===== config.mk =====
export PLATFORM = sky130hd
export DESIGN_NAME = seq_multiplier
export DESIGN_NICKNAME = d
export VERILOG_FILES = /design/src/rtl/mult_pkg.sv /design/src/rtl/seq_multiplier.sv
export SDC_FILE = /design/constraint.sdc
export NUM_CORES = 1
export LEC_CHECK = 0
export CAP_MARGIN = 20
export CELL_PAD_IN_SITES_DETAIL_PLACEMENT = 0
export CELL_PAD_IN_SITES_GLOBAL_PLACEMENT = 1
export CORE_ASPECT_RATIO = 1.2
export CORE_MARGIN = 5
export CORE_UTILIZATION = 51
export CTS_CLUSTER_DIAMETER = 50
export DETAILED_ROUTE_END_ITERATION = 10
export DONT_BUFFER_PORTS = 1
export PLACE_DENSITY = 0.86
export SLEW_MARGIN = 20
export SYNTH_ARGS = -nofsm -noshare
export SYNTH_HDL_FRONTEND = slang
export SYNTH_SLANG_ARGS = --single-unit

===== constraint.sdc =====
create_clock -name clk_i -period 7.5 [get_ports clk_i]
set_input_delay 2.25 -clock clk_i [delete_from_list [all_inputs] [get_ports clk_i]]
set_output_delay 2.25 -clock clk_i [all_outputs]
set_load 0.1 [all_outputs]

===== src/rtl/mult_pkg.sv =====
// Shared types and helpers for the iterative shift-add multiplier.
package mult_pkg;

  typedef enum logic [1:0] {IDLE, BUSY, DONE} mult_state_e;

  // Counter must be able to hold the value WidthB itself.
  function automatic int cnt_width(input int width_b);
    return $clog2(width_b + 1);
  endfunction

endpackage


===== src/rtl/seq_multiplier.sv =====
// Iterative shift-add multiplier: one multiplier bit per cycle, sign handled as
// magnitude multiply followed by a conditional negate.
module seq_multiplier
  import mult_pkg::*;
#(
  parameter int WidthA = 8,
  parameter int WidthB = 8,
  parameter int Signed = 0
) (
  input  logic                     clk_i,
  input  logic                     rst_i,
  input  logic                     in_valid_i,
  output logic                     in_ready_o,
  input  logic [WidthA-1:0]        data_in1_i,
  input  logic [WidthB-1:0]        data_in2_i,
  output logic                     out_valid_o,
  input  logic                     out_ready_i,
  output logic [WidthA+WidthB-1:0] data_out_o,
  output logic                     busy_o
);

  localparam int ProdW = WidthA + WidthB;
  localparam int CntW  = cnt_width(WidthB);

  mult_state_e       r_state;
  mult_state_e       w_state_next;
  logic [WidthA-1:0] r_a;
  logic [WidthB-1:0] r_b;
  logic [ProdW-1:0]  r_acc;
  logic [ProdW-1:0]  r_out;
  logic [CntW-1:0]   r_cnt;
  logic              r_neg;

  logic              w_accept;
  logic              w_last;
  logic              w_neg_in;
  logic [WidthA-1:0] w_a_mag;
  logic [WidthB-1:0] w_b_mag;
  logic [ProdW-1:0]  w_addend;
  logic [ProdW-1:0]  w_acc_next;
  logic [ProdW-1:0]  w_result;

  // Handshakes: a transfer happens on a rising edge where valid and ready are
  // both high; ready never depends on valid, and out_valid_o stays high with
  // data_out_o frozen until the consumer takes it.
  assign in_ready_o  = (r_state == IDLE);
  assign out_valid_o = (r_state == DONE);
  assign busy_o      = (r_state != IDLE);
  assign data_out_o  = r_out;

  assign w_accept = in_valid_i && in_ready_o;
  assign w_last   = (r_cnt == CntW'(WidthB - 1));

  assign w_a_mag  = (Signed != 0 && data_in1_i[WidthA-1]) ? -data_in1_i : data_in1_i;
  assign w_b_mag  = (Signed != 0 && data_in2_i[WidthB-1]) ? -data_in2_i : data_in2_i;
  assign w_neg_in = (Signed != 0) ? (data_in1_i[WidthA-1] ^ data_in2_i[WidthB-1]) : 1'b0;

  assign w_addend   = r_b[0] ? (ProdW'(r_a) << r_cnt) : '0;
  assign w_acc_next = r_acc + w_addend;
  assign w_result   = r_neg ? -w_acc_next : w_acc_next;

  always_comb begin
    w_state_next = r_state;
    case (r_state)
      IDLE:    if (w_accept) w_state_next = BUSY;
      BUSY:    if (w_last) w_state_next = DONE;
      DONE:    if (out_ready_i) w_state_next = IDLE;
      default: w_state_next = IDLE;
    endcase
  end

  always_ff @(posedge clk_i) begin
    if (rst_i) begin
      r_state <= IDLE;
      r_a     <= '0;
      r_b     <= '0;
      r_acc   <= '0;
      r_out   <= '0;
      r_cnt   <= '0;
      r_neg   <= 1'b0;
    end else begin
      r_state <= w_state_next;
      case (r_state)
        IDLE: begin
          if (w_accept) begin
            r_a   <= w_a_mag;
            r_b   <= w_b_mag;
            r_neg <= w_neg_in;
            r_acc <= '0;
            r_cnt <= '0;
          end
        end
        BUSY: begin
          r_acc <= w_acc_next;
          r_b   <= r_b >> 1;
          r_cnt <= r_cnt + CntW'(1);
          if (w_last) r_out <= w_result;
        end
        default: begin
        end
      endcase
    end
  end

endmodule


After elaboration in Yosys (flattened, before gate mapping). Index checks and enable logic that the tools add are counted.

Add/sub/neg operators: 2. Equal/unequal tests: 6. Shifts and indexed selects: 1. Mux-type cells: 11. Reductions and logical operators: 8.

Operators by type and width (count): $mux 16 (2); $pmux 16 s2 (1); $add 16x16->16 (1); $pmux 8 s2 (1); $shl 8x4->16 (1); $mux 8 (1); $pmux 4 s2 (1); $mux 2 (3); $pmux 2 s3 (1); $reduce_and 2->1 (3); $add 4x1->4 const B (1); $eq 4x3->1 const B (1); $mux 4 (1); $ne 2x1->1 const B (2); $reduce_bool 2->1 (2); $reduce_and 3->1 (1); $eq 2x1->1 const B (1); $eq 2x2->1 const B (1); $logic_not 2->1 (1); $ne 2x2->1 const B (1); $logic_and 1x1->1 (1).

Bits in registers: 54. Input bits: 20. Output and inout bits: 19. Word-level logic and storage cells: 34.

Longest topological paths before layout. Gate-level depths: netlist of the first run.

Depth in word-level cells: 4. Mapped depth: 14. Mapped depth without buffers: 13.

Worst setup path after synthesis of the first run. No wires, ideal clock.

Path type: reg-to-output. Start point: register r_state[0]. End point: output busy_o. Data arrival time: 2.623 ns. Required time: 5.250 ns. Slack: 2.627 ns. Cell stages (with the launch flop): 3. Path buffers: 0. Path through: dfxtp_1 nor2_1 inv_1.

Word-level cells in the longest chain between the ends: 1.

Ends and longest elaborated chain: start, declared (line seq_multiplier.sv:25) `mult_state_e r_state;`; start signal, assigned (line seq_multiplier.sv:82) `r_state <= w_state_next;`; $reduce_bool 2->1 (line seq_multiplier.sv:48) `assign busy_o = (r_state != IDLE);`; end, declared (line seq_multiplier.sv:19) `output logic busy_o`.

Every way passes these cells.

Worst setup path after layout of the first run. Same ends and word-level chain as after synthesis.

==> results of run 1 <==
## power groups by stage
stage / clock, uW / sequential, uW / combinational [uW]
floorplan: 0 / 305 / 49.2
global placement: 0 / 310 / 50.9
detailed placement: 0 / 310 / 51.4
CTS: 246 / 303 / 51.8
global route: 255 / 305 / 57.5
finish: 238 / 304 / 51.4
## Yosys cell counts (2+ instances only)
master,instances,share of area
a211o_1,2,0.0052
a211oi_1,4,0.0090
a21o_1,6,0.013
a21oi_1,33,0.049
a22o_1,2,0.0052
a22oi_1,9,0.020
a311oi_1,2,0.0052
and2_1,6,0.011
and3_1,2,0.0037
buf_2,7,0.010
clkbuf_1,15,0.017
dfxtp_1,54,0.32
ha_1,16,0.060
inv_1,7,0.0078
mux2_2,7,0.024
mux2i_1,14,0.042
nand2_1,52,0.058
nand2b_1,8,0.015
nand3_1,13,0.019
nand3b_1,4,0.0090
nor2_1,57,0.064
nor2b_1,9,0.017
nor3_1,3,0.0045
nor4_1,7,0.013
o21a_1,7,0.016
o21ai_0,7,0.010
o21ai_1,10,0.015
o22ai_1,3,0.0056
o31ai_2,3,0.011
or2_2,4,0.0075
or3_1,3,0.0056
xnor2_1,8,0.021
xor2_1,4,0.010
## state kept, by name, indices dropped and copies added (netlist names)
name        count
r_state         2
r_b             8
r_cnt           4
r_a             8
r_acc          16
data_out_o     16
## area by class of cell
class	instances	area [um^2]	area share
well taps	85	106	0.0304
multi-input cells	334	2140	0.610
inverters	7	26.3	0.00751
clock buffers	6	82.6	0.0236
flip-flops and latches	54	1080	0.309
repair buffers	1	7.51	0.00214
clock inverters	2	60.1	0.0172
## metal layers
layer / wire, um / up-vias
met5: 0 / -
met4: 116 / 0
met3: 403 / 10
met2: 3930 / 65
met1: 3480 / 1325
li1: - / 1448
## worst max-delay path by stage
| stage | cells after the start | end | slack (ns) |
|---|---|---|---|
| floorplan | 2 | busy_o | 2.63 |
| global route | 2 | busy_o | 2.85 |
| CTS | 2 | busy_o | 2.91 |
| detailed placement | 2 | busy_o | 3.26 |
| finish | 2 | busy_o | 2.92 |
| global placement | 2 | busy_o | 3.27 |
## cells by family (layout without fill, tap and decap cells)
family	after synthesis	count (layout)	share of synthesized area
buffers and inverters	31	16	0.0407
adders and majority gates	17	17	0.0657
DFF	54	54	0.323
and+or+nand+nor	178	178	0.253
AOI/OAI and AO/OA	105	105	0.217
xor gates and xnor gates	12	12	0.0314
muxes	22	22	0.0687
## stage by stage
| step | area, um^2 | power [uW] | std cells |
|---|---|---|---|
| after detailed placement | 3360 | 362 | 481 |
| after global placement | 3360 | 361 | 481 |
| final | 3500 | 593 | 489 |
| after global routing | 3500 | 618 | 489 |
| after floorplan | 3350 | 354 | 419 |
| after CTS | 3500 | 601 | 489 |
## worst register-to-register path, delay by kind of cell, from the launching register on
family | cells | cell delay (ns)
muxes | 1 | 0.40
AOI/OAI and AO/OA | 8 | 1.71
adders and majority gates | 1 | 0.37
and+or+nand+nor | 1 | 0.09
DFF | 1 | 0.70
xor gates and xnor gates | 1 | 0.18
==> flow_summary.json, run 1 <==
{
  "sequentialPowerShare": 0.512,
  "port_buffers": 0,
  "cts_hold_buf": 0,
  "post_cts_buffers": 0,
  "grt_pass1_vias": 2737,
  "cp-start-kind": "flop",
  "rsz0062_at_grt": "no",
  "routed_wl_um": 7930,
  "ys_ff_latch": 54,
  "post-route-util": 0.546,
  "p_leak_uw": 0.00134,
  "grt_usage": 0.193,
  "critPathSlowestCell": "nor2_2",
  "dpl.hpwl_um": 5780,
  "r2r_end": "r_acc[15]",
  "grt_overflow_total": 0,
  "avgRoutedWirePerCell_um": 16.2,
  "pwr-share-clk": 0.402,
  "syn_area_per_cell_um2": 7.99,
  "die-area_um2": 8300,
  "reg2regPathDepth": 12,
  "clock_skew_ns": 0.00639,
  "initial_core_util": 0.523,
  "path_max_fanout": 6,
  "finalWeightedCongestion": 0.891,
  "io_pins": 39,
  "combPwrFrac": 0.087,
  "yosysWarnings": 0,
  "p_per_area_nw_per_um2": 169,
  "r2r_start": "r_cnt[1]",
  "intPower_uw": 455,
  "cts_resized": 0,
  "yosysUniqueCellTypes": 64,
  "tightest_slew_ns": 1.13,
  "use_met1": 0.249,
  "swShare": 0.234,
  "p_sw_uw": 139,
  "rrSetupSlack_ns": 3.97,
  "grt_busiest_layer": "met2",
  "antenna_found_initial": 0,
  "grt_pass1_wl_um": 13200,
  "drcViolationCount": 0,
  "timing.final.crit_share": 0.611,
  "critical_path_required_ns": 5.25,
  "h-tree-depth": 2,
  "hold_path_class": "reg2reg",
  "max_cap_violations": 0,
  "cp_data_arrival_time_ns": 2.33,
  "status": "completed",
  "vdd_drop_max_mv": 0.114,
  "cts_tree": "done",
  "critPathCaptureType": "primary output",
  "die_height_um": 98.8,
  "clk_latency_ns": 0.31,
  "clockBufferDepth": 2,
  "drive_gt1_frac": 0.0792,
  "fill_cells": 652,
  "worstPathCellList": "nor2_2, inv_1",
  "coreArea_um2": 6410,
  "syn_area_um2": 3350,
  "vias": 2848,
  "fin_nets": 440,
  "yosysSeqAreaShare": 0.323,
  "relSlewSlack": 0.244,
  "die_x_um": 84.0,
  "met2_usage": 0.336,
  "syn_to_final_growth_pct": 4.52,
  "fmax_mhz": 218,
  "synth_edf_count": 0,
  "cts_buffers": 5,
  "synth_cells": 419,
  "crit_type": "reg2out",
  "via_per_inst": 5.82,
  "synth_nets": 456,
  "ctsRootBufferMaster": "clkbuf_8",
  "pre_cts_ws_ns": 3.26,
  "holdCritStartpoint": "r_acc[10]",
  "holdPathStages": 2,
  "final_common_cell": "nor2_1",
  "crit_start": "r_state[0]",
  "finalSetupTns_ns": 0,
  "synthFlopType": "dfxtp_1",
  "setup_viol": 0,
  "rows": 32,
  "drtIter0Drc": 159,
  "hold_viol": 0,
  "first_pass_iters": 5,
  "use_met3": 0.0284,
  "min_to": "r_acc[10]",
  "setup_ws_ns": 2.92,
  "clock_sink_count": 54,
  "max_stage_delay_ns": 0.89,
  "ant_nets": 0,
  "drv_slew": 0,
  "holdWs_ns": 0.463,
  "period_needed_ns": 4.58,
  "cp_num_buf_inv": 1,
  "path_clk_slew_ns": 0.10,
  "final_cell_mix": "nor2_1, dfxtp_1, nand2_1",
  "synth-async-reset-ratio": 0,
  "n_antenna_cell": 0,
  "cp_top_family": "simple AND/OR/NAND/NOR gates",
  "grt_max_degree": 55
}
No activity file was read; power rests on OpenSTA's default activity.
==> run 2, diff against run 1 <==
Settings changed: CORE_UTILIZATION 51 to 47, PLACE_DENSITY 0.86 to 0.8.
Clock period 7.5 ns to 4.5 ns, I/O delays scaled along.
==> flow_summary.json, run 2 (synthesis gave the netlist of run 1 again) <==
{
  "antenna_found_initial": 0,
  "avgRoutedWirePerCell_um": 16.7,
  "die-area_um2": 8920,
  "r2r_end": "data_out_o[13]",
  "dpl.hpwl_um": 6130,
  "cp-start-kind": "flop",
  "holdCritStartpoint": "r_acc[13]",
  "cts_resized": 0,
  "use_met3": 0.0331,
  "fill_cells": 685,
  "p_per_area_nw_per_um2": 261,
  "critical_path_required_ns": 4.77,
  "cp_num_buf_inv": 0,
  "die_x_um": 87.1,
  "crit_start": "r_cnt[1]",
  "setup_viol": 0,
  "fmax_mhz": 289,
  "finalWeightedCongestion": 0.922,
  "ctsRootBufferMaster": "clkbuf_8",
  "timing.final.crit_share": 0.769,
  "port_buffers": 0,
  "grt_overflow_total": 0,
  "path_max_fanout": 15,
  "io_pins": 39,
  "syn_to_final_growth_pct": 4.30,
  "grt_pass1_vias": 2835,
  "p_leak_uw": 0.00134,
  "die_height_um": 102,
  "drv_slew": 0,
  "min_to": "r_acc[13]",
  "n_antenna_cell": 0,
  "hold_viol": 0,
  "clock_sink_count": 54,
  "hold_path_class": "reg2reg",
  "vdd_drop_max_mv": 0.153,
  "clockBufferDepth": 2,
  "routed_wl_um": 8240,
  "holdPathStages": 2,
  "grt_usage": 0.194,
  "max_cap_violations": 0,
  "via_per_inst": 5.86,
  "holdWs_ns": 0.462,
  "finalSetupTns_ns": 0,
  "grt_busiest_layer": "met2",
  "first_pass_iters": 5,
  "rrSetupSlack_ns": 1.04,
  "r2r_start": "r_cnt[1]",
  "coreArea_um2": 6900,
  "vias": 2897,
  "cp_data_arrival_time_ns": 3.73,
  "ant_nets": 0,
  "crit_type": "reg2reg",
  "cts_hold_buf": 0,
  "rsz0062_at_grt": "no",
  "status": "completed",
  "critPathSlowestCell": "dfxtp_1",
  "tightest_slew_ns": 1.09,
  "critPathCaptureType": "flop",
  "h-tree-depth": 2,
  "rows": 33,
  "drive_gt1_frac": 0.0860,
  "path_clk_slew_ns": 0.10,
  "cts_tree": "done",
  "drcViolationCount": 0,
  "period_needed_ns": 3.46,
  "drtIter0Drc": 164,
  "grt_max_degree": 55,
  "initial_core_util": 0.486,
  "worstPathCellList": "mux2_1, a22o_1, nor2_1, a211oi_1, o21a_1, ha_1, a21oi_1, o21ai_0, a221oi_1, o31ai_2, nor4b_1, a211o_1",
  "post_cts_buffers": 0,
  "max_stage_delay_ns": 0.69,
  "reg2regPathDepth": 12,
  "relSlewSlack": 0.268,
  "use_met1": 0.241,
  "cp_top_family": "compound AO/OA/AOI/OAI gates",
  "clock_skew_ns": 0.00869,
  "cts_buffers": 5,
  "clk_latency_ns": 0.31,
  "met2_usage": 0.340,
  "grt_pass1_wl_um": 13700,
  "final_common_cell": "nor2_1",
  "fin_nets": 443,
  "final_cell_mix": "nor2_1, dfxtp_1, nand2_1"
}
run 2: layout make-up:
cell class              count  area (um^2)  share of cell area
flip-flops and latches     54         1080               0.309
repair buffers              4         30.0             0.00860
well taps                  87          109              0.0312
multi-input cells         334         2140               0.612
clock buffers               8          110              0.0315
inverters                   7         26.3             0.00752
run 2: power breakdown:
part           switching, uW  leakage, uW  internal [uW]
clock                    161    0.0000575            156
sequential              15.8     0.000439            490
combinational           55.7     0.000839           32.3
total                    233      0.00134            679
run 2: metrics by stage:
stage	total power (uW)	area, um^2	std cells	setup WS [ns]	util
2_1_floorplan	591	3350	419	0.527	-
3_3_place_gp	606	3380	486	1.20	0.491
3_5_place_dp	606	3380	486	1.14	0.491
4_1_cts	920	3490	494	1.12	0.507
5_1_grt	948	3490	494	0.802	0.507
6_report	911	3490	494	1.04	0.507
run 2: worst min-delay path, delay by kind of cell (launching register included):
kind	cells	cell delay (ns)
AND/OR/NAND/NOR	1	0.05
flip-flops	1	0.33
AO/OA/AOI/OAI	1	0.05
run 2: worst max-delay path by stage:
stage / to / slack, ns / cells after the start
4_1_cts: data_out_o[13] / 1.12 / 12
2_1_floorplan: busy_o / 0.53 / 2
6_report: data_out_o[13] / 1.04 / 12
3_5_place_dp: data_out_o[13] / 1.14 / 12
3_3_place_gp: data_out_o[13] / 1.20 / 12
5_1_grt: data_out_o[13] / 0.80 / 12
run 2: per-layer routing:
layer  vias up  part of all wire
met2        80              0.47
li1       1464                 -
met3        16             0.039
met5         -                 0
met1      1337              0.46
met4         0             0.027
==> RTL change: new RTL, settings of run 2 <==
Set the parameter `WidthA` to 7 (it was 8).
--- a/src/rtl/seq_multiplier.sv
+++ b/src/rtl/seq_multiplier.sv
@@ -3,7 +3,7 @@
 module seq_multiplier
   import mult_pkg::*;
 #(
-  parameter int WidthA = 8,
+  parameter int WidthA = 7,
   parameter int WidthB = 8,
   parameter int Signed = 0
 ) (
Interface: changed (resized data_in1_i and data_out_o); port bits go from 39 to 37. No check against the original RTL was run, so the function may have changed too.
==> RTL change against run 2 <==
- cell area fell by 13%
- clock skew rose by 0.0022 ns
- non-clock buffer count fell by 1
- wire length fell by 16%
- sequential cell count fell by 3
- power fell by 5.7%
- first-iteration DRC count fell by 14%
- synthesized area fell by 14%
- worst setup slack improved by 0.021 ns
- critical endpoint is now data_out_o[12]$_SDFFE_PP0P_
- sequential power fell by 5.1%
- maximum frequency rose by 0.61%
==> RTL change: results (changes against run 2) <==
TIMING
--------------------------------------------------------------------------
Relative slew margins                                               25.87%   -0.98 points
Final critical path time including I/O delays and setup           3.440 ns   -0.02086 ns
Setup skew after layout                                         0.01090 ns   +0.002212 ns

LOGIC SYNTHESIS
--------------------------------------------------------------------------
Number of nets in the synthesized netlist                              410   -10%
Cell types with the largest area share after synthesis        sky130_fd_sc_hd__dfxtp_1, sky130_fd_sc_hd__nand2_1, sky130_fd_sc_hd__a21oi_1, sky130_fd_sc_hd__ha_1, sky130_fd_sc_hd__nor2_1
Share of the yosys chip area belonging to registers                 35.31%   +3.0 points

DRT
--------------------------------------------------------------------------
Initial DRC Count                                                      141   -14%
Per-cell via count in the routed design                              5.579   -4.9%
WL met1                                                           3.063 mm   -20%
1st-pass router iterations                                               4   -1
Detail Route met2 WL                                              3.467 mm   -11%
Total routed wirelength                                           6.901 mm   -16%

FINAL LAYOUT
--------------------------------------------------------------------------
Fraction of layout instances using a drive strength above 1         6.301%   -2.3 points
Number of nets in the final layout                                     399   -9.9%
Number of fill cells                                                   617   -9.9%

GLOBAL ROUTE
--------------------------------------------------------------------------
Global-route wire length before repair                            11.36 mm   -17%
Met1 Resource Use GR                                                22.94%   -1.2 points
Met3 usage                                                          3.464%   +0.16 points
Tot GR Track Use                                                    18.72%   -0.72 points
Routing usage on met2                                               32.95%   -1.0 points

SETUP PATH
--------------------------------------------------------------------------
R2R cell count                                                          11   -1
Maximum cell stage delay along the critical path                   0.73 ns   +0.04 ns
Crit path capture                                             data_out_o[12]$_SDFFE_PP0P_

RUN STATUS
--------------------------------------------------------------------------
Run status                                                    finished clean

PLACED DESIGN
--------------------------------------------------------------------------
Placement Cell Area                                               2932 µm²   -13%
DP Wirelength                                                     5.123 mm   -16%
Dpl ws                                                            1.118 ns   -0.02462 ns
Final Wtd Congestion                                                0.9401   +1.9%

POWER
--------------------------------------------------------------------------
Seq power                                                       0.000480 W   -5.1%
Peak ir drop on the vdd network                                   159.2 µV   +4.0%
Net switching component of the power                           0.0002495 W   +7.1%
Lkg Pwr                                                           1.145 nW   -14%

MIN PATH
--------------------------------------------------------------------------
Startpoint of the tightest hold check path                    r_b[7]$_SDFFE_PP0P_

==> RTL change: area by class of cell <==
type / instances / area, µm² / share of cell area [%]
well taps: 82 / 102.6 / 3.388
clock buffers: 5 / 68.82 / 2.273
multi-input cells: 298 / 1767 / 58.35
inverters: 5 / 18.77 / 0.6198
flip-flops and latches: 51 / 1021 / 33.72
clock inverters: 3 / 27.53 / 0.9091
repair buffers: 3 / 22.52 / 0.7438
==> RTL change: stage by stage <==
stage / hold WS (ns) / std cells
after CTS: 0.4710 / 447
final: 0.4679 / 447
after floorplan: 0.4315 / 375
after global placement: 0.4501 / 439
after global routing: 0.4841 / 447
after detailed placement: 0.4565 / 439
==> RTL change: logic make-up (layout without fill, tap and decap cells) <==
family / count (synthesis) / in the layout / synth area share (%)
mux: 11 / 11 / 4.370
flops: 51 / 51 / 35.31
fa+ha+maj: 16 / 16 / 7.183
simple gates: 162 / 162 / 24.53
xor+xnor: 14 / 14 / 4.240
compound gates: 95 / 95 / 20.60
buf+inv: 26 / 16 / 3.764
